File: config.mk
export PLATFORM = sky130hd
export DESIGN_NAME = serial_frame_tx
export DESIGN_NICKNAME = d
export VERILOG_FILES = /design/src/rtl/serial_frame_tx.sv
export SDC_FILE = /design/constraint.sdc
export NUM_CORES = 1
export LEC_CHECK = 0
export ABC_AREA = 1
export BUFFER_PORTS_ARGS = -buffer_cell sky130_fd_sc_hd__buf_2
export CORE_MARGIN = 5
export CORE_UTILIZATION = 40
export DETAILED_ROUTE_END_ITERATION = 16
export MAX_ROUTING_LAYER = met4
export SYNTH_ARGS = -nofsm -noshare
export SYNTH_HDL_FRONTEND = slang
export SYNTH_SLANG_ARGS = --single-unit
File: constraint.sdc
create_clock -name CLK -period 1.66 [get_ports CLK]
set_input_delay 0.332 -clock CLK [delete_from_list [all_inputs] [get_ports CLK]]
set_output_delay 0.332 -clock CLK [all_outputs]
set_load 0.01 [all_outputs]
File: src/rtl/serial_frame_tx.sv
// Framed parallel-to-serial transmitter: start bit, DATA_W data bits LSB first,
// optional even-parity bit (SERIAL_FRAME_TX_PARITY_EN), stop bit; DIV clocks per bit.
module serial_frame_tx #(
  parameter int DATA_W = 8,
  parameter int DIV    = 4
) (
  input  logic              CLK,
  input  logic              RST_n,
  input  logic [DATA_W-1:0] DIN,
  input  logic              LOAD,
  output logic              READY,
  output logic              BUSY,
  output logic              TXD,
  output logic              TXD_n,
  output logic              DONE
);

  localparam int IDX_W = (DATA_W > 1) ? $clog2(DATA_W) : 1;
  localparam int CNT_W = $clog2(DIV);
  localparam logic [IDX_W-1:0] LAST_IDX = IDX_W'(DATA_W - 1);
  localparam logic [CNT_W-1:0] LAST_CNT = CNT_W'(DIV - 1);

  typedef enum logic [2:0] {
    S_IDLE   = 3'd0,
    S_START  = 3'd1,
    S_DATA   = 3'd2,
`ifdef SERIAL_FRAME_TX_PARITY_EN
    S_PARITY = 3'd3,
`endif
    S_STOP   = 3'd4
  } state_t;

  state_t             state_q, state_d;
  logic [DATA_W-1:0]  shift_q, shift_d;
  logic [IDX_W-1:0]   idx_q, idx_d;
  logic [CNT_W-1:0]   cnt_q, cnt_d;
`ifdef SERIAL_FRAME_TX_PARITY_EN
  logic               par_q, par_d;
`endif
  logic               txd_q, txd_d;
  logic               txd_n_q;
  logic               ready_q, ready_d;
  logic               busy_q;
  logic               done_q, done_d;
  logic               bit_end_s;

  assign bit_end_s = (cnt_q == LAST_CNT);

  // Next-state logic: advance one bit every DIV cycles while a frame is active
  always_comb begin
    state_d = state_q;
    shift_d = shift_q;
    idx_d   = idx_q;
    cnt_d   = cnt_q;
`ifdef SERIAL_FRAME_TX_PARITY_EN
    par_d   = par_q;
`endif
    done_d  = 1'b0;
    case (state_q)
      S_IDLE: begin
        if (LOAD) begin
          state_d = S_START;
          shift_d = DIN;
          idx_d   = '0;
          cnt_d   = '0;
`ifdef SERIAL_FRAME_TX_PARITY_EN
          par_d   = 1'b0;
`endif
        end else begin
          state_d = S_IDLE;
        end
      end
      S_START: begin
        if (bit_end_s) begin
          state_d = S_DATA;
          cnt_d   = '0;
        end else begin
          cnt_d   = cnt_q + CNT_W'(1);
        end
      end
      S_DATA: begin
        if (bit_end_s) begin
          cnt_d   = '0;
          shift_d = shift_q >> 1;
`ifdef SERIAL_FRAME_TX_PARITY_EN
          par_d   = par_q ^ shift_q[0];
`endif
          if (idx_q == LAST_IDX) begin
            idx_d   = '0;
`ifdef SERIAL_FRAME_TX_PARITY_EN
            state_d = S_PARITY;
`else
            state_d = S_STOP;
`endif
          end else begin
            idx_d   = idx_q + IDX_W'(1);
          end
        end else begin
          cnt_d   = cnt_q + CNT_W'(1);
        end
      end
`ifdef SERIAL_FRAME_TX_PARITY_EN
      S_PARITY: begin
        if (bit_end_s) begin
          state_d = S_STOP;
          cnt_d   = '0;
        end else begin
          cnt_d   = cnt_q + CNT_W'(1);
        end
      end
`endif
      S_STOP: begin
        if (bit_end_s) begin
          state_d = S_IDLE;
          cnt_d   = '0;
          done_d  = 1'b1;
        end else begin
          cnt_d   = cnt_q + CNT_W'(1);
        end
      end
      default: begin
        state_d = S_IDLE;
        cnt_d   = '0;
        idx_d   = '0;
      end
    endcase
  end

  // Output decode from the upcoming state so every port is a flop
  always_comb begin
    txd_d = 1'b1;
    case (state_d)
      S_START:  txd_d = 1'b0;
      S_DATA:   txd_d = shift_d[0];
`ifdef SERIAL_FRAME_TX_PARITY_EN
      S_PARITY: txd_d = par_d;
`endif
      S_STOP:   txd_d = 1'b1;
      default:  txd_d = 1'b1;
    endcase
    ready_d = (state_d == S_IDLE);
  end

  // State, datapath and output registers
  always_ff @(posedge CLK or negedge RST_n) begin
    if (!RST_n) begin
      state_q <= S_IDLE;
      shift_q <= '0;
      idx_q   <= '0;
      cnt_q   <= '0;
`ifdef SERIAL_FRAME_TX_PARITY_EN
      par_q   <= 1'b0;
`endif
      txd_q   <= 1'b1;
      txd_n_q <= 1'b0;
      ready_q <= 1'b1;
      busy_q  <= 1'b0;
      done_q  <= 1'b0;
    end else begin
      state_q <= state_d;
      shift_q <= shift_d;
      idx_q   <= idx_d;
      cnt_q   <= cnt_d;
`ifdef SERIAL_FRAME_TX_PARITY_EN
      par_q   <= par_d;
`endif
      txd_q   <= txd_d;
      txd_n_q <= ~txd_d;
      ready_q <= ready_d;
      busy_q  <= ~ready_d;
      done_q  <= done_d;
    end
  end

  assign TXD   = txd_q;
  assign TXD_n = txd_n_q;
  assign READY = ready_q;
  assign BUSY  = busy_q;
  assign DONE  = done_q;

endmodule

==> impl_results.md <==
* Status: finished, final reports clean
* Setup violators final at 0
* Setup TNS at 0 ps
* Warnings, synthesis at 0
* Worst r2r src: cnt_q[1]
* Yosys reg bits at 21
* Fin crit period at 1400 ps
* Synth top area share at 44.0%
* Fin cells at 170
* CTS Root Cell: clkbuf_4
* First-pass GRT wire length at 3.50 mm
* Max Cap Viol at 0
* Cells on worst reg2reg path at 6
* Delay-heaviest family, CP: flip-flops
* Full die area at 0.00384 mm²
* Actual slew at the worst max-slew pin at 469 ps
* Die Y at 62.0 µm
* Ant diodes at 0
* Worst setup path class: register to register
* Largest net degree at the start of global routing at 22
* R2R setup slack at 260 ps
* Post-synth top flop: dfrtp_1
* Commonest cells after routing, fill and taps aside: nand2_1 (34), nand3_1 (27), dfrtp_1 (19), buf_2 (15), inv_1 (7)
* Layout cell share with drive strength beyond 1 at 27.1%
* Hold_sp: DIN[7]
* Max H-tree Level at 1
* Synth unique cells at 23
* Chip Width at 62.0 µm
* CTS buffer count at 3
* CP Data Arrival Time at 1650 ps
* Routed wire length at 2.05 mm
* Worst Setup EP: BUSY
* Cell count after placement at 165
* Sequential area share after synthesis at 48.9%
* Pre-antenna DRT Iters at 4
* Routed via count at 853
* I/O Pins at 16
* P_leak at 0.622 nW
* Clock tree sinks at 21
* Power Density at 1580 mW/mm²
* Slowest CP cell: dfrtp_1
* Rel. slew slack at 68.8%
* Reg-to-Reg End: BUSY
* Total congestion overflow at 0
* Drc violations at 0
* Clock Path Buffers at 2
* Mapped Area at 0.00108 mm²
* Area leader, netlist: dfrtp_1
* Hold Crit Class: input port to register
* Biggest cell delay along the critical path at 370 ps
* CP Launch Type: register
* Leading post-synthesis cells by cell area: dfrtp_1 (44%), nand3_1 (13%), nand2_1 (12%)
* Worst path cell trace: ha_1, nand3_4, inv_4, nand2_2, o21ai_2, nand2b_1
* Total Power at 1.93 mW
* # rows at 18
* Ys async rst share at 100%
* I/O Buffers at 15
* RSZ-0062 raised after global routing: false
* Fmax at 0.713 GHz
* CTS tree: done
* Placeable Area at 0.00252 mm²
* DP Wirelength at 1.55 mm
* Post-CTS Setup Repair Bufs at 0
* Initial DRC count at 20
* CP startpoint: cnt_q[1]
* Area growth, synth to finish at 13.0%
* All-Layer GR Usage at 12.4%
* Fin crit share at 84.5%
* Vias in the first global route at 794
* Post-synth EDFFs at 0
* Net count after synthesis at 136
* Levels on crit path at 6
* Drt wl/cell at 12.1 µm
* Post-cts repair resize count at 0
* Cell count after synthesis at 122
* Final ANT Viol Nets at 0
* CP Buf/Inv Count at 1
* Fin. Hold Viols at 0
* Syn avg cell area at 8.85 µm²
* Final Max Slew Viols at 0
* Gpl congestion at 0.777
* CP required at 1910 ps
* Reg clk slew, reported paths at 110 ps
* Vias/cell at 5.02
* Critical path peak fanout at 10
* Clock skew at 2.92 ps
* Starting Density at 42.8%
* Final nets at 155
* Commonest non-fill, non-tap cell in the layout: nand2_1
* Worst-Skew Late Latency at 300 ps
* Antenna violations before repair at 0
* CP endpoint kind: register
* Peak supply drop at 898 µV
## timing repair
item,4_1_cts,5_1_grt
hold endpoints to repair,19,0
hold buffers,1,0
setup endpoints to repair,0,0
## Yosys cell counts, types with 2 or more instances
| cell | n |
|---|---|
| nor2_4 | 4 |
| o21ai_0 | 2 |
| dfstp_2 | 2 |
| nand4_1 | 3 |
| nand2_2 | 3 |
| ha_1 | 3 |
| nand2_1 | 34 |
| inv_2 | 3 |
| nand3_1 | 27 |
| inv_1 | 7 |
| dfrtp_1 | 19 |
| o21ai_2 | 2 |
| nor2_1 | 3 |
## metrics by stage
stage	cell area (µm²)	setup slack (ps)	hold WS, ps	utilization [%]
after floorplan	1080	387	36.4	-
after global placement	1180	309	319	46.9
after detailed placement	1180	276	317	46.9
after CTS	1220	249	260	48.4
after global routing	1220	127	259	48.4
final	1220	257	258	48.4
## kinds of logic (layout without fill, tap and decap cells)
kind of cell    after synthesis  count (layout)  share of synthesized area [%]
simple gates                 80              80                           39.6
flops                        21              21                           48.9
compound gates                5               5                           3.13
buf+inv                      13              31                           4.87
fa+ha+maj                     3               3                           3.48
## how the worst min path moves through the flow
stage | endpoint | slack [ps] | depth (start not counted)
6_report | shift_q[7] | 260 | 3
5_1_grt | shift_q[5] | 260 | 3
4_1_cts | shift_q[7] | 260 | 3
3_5_place_dp | state_q[2] | 320 | 1
3_3_place_gp | state_q[0] | 320 | 1
2_1_floorplan | BUSY | 40 | 0
## flip-flops by register name, summed over array words and instances (netlist names)
name and flops:
READY 1, TXD_n 1, TXD 1, BUSY 1, idx_q 3, state_q 3
shift_q 8, DONE 1, cnt_q 2
## worst reg2reg max path, delay by kind of cell (launching register included)
kind / cells / cell delay, ps
DFF: 1 / 370
AOI/OAI and AO/OA: 1 / 80
buffers and inverters: 1 / 150
and+or+nand+nor: 3 / 370
adders and majority gates: 1 / 370
## final cells by class
class,instances,area [µm²]
tap,30,37.5
inverter,11,43.8
multi-input combinational,88,499
clock buffer,4,26.3
fill,245,1300
timing repair buffer,16,85.1
sequential,21,528
## where the power goes
| part | internal (mW) | leakage (nW) | total, mW | switching [mW] |
|---|---|---|---|---|
| combinational | 0.321 | 0.345 | 0.833 | 0.512 |
| sequential | 0.722 | 0.262 | 0.847 | 0.125 |
| clock | 0.0938 | 0.0150 | 0.248 | 0.154 |
## layer usage
metal / vias to the layer above / track usage [%] / routed length [µm]
met4: 0 / 1.82 / 6
li1: 440 / - / -
met2: 16 / 19.5 / 945
met1: 395 / 16.0 / 973
met3: 2 / 3.93 / 124
met5: - / - / 0
Power figures use the tool's default switching activity.
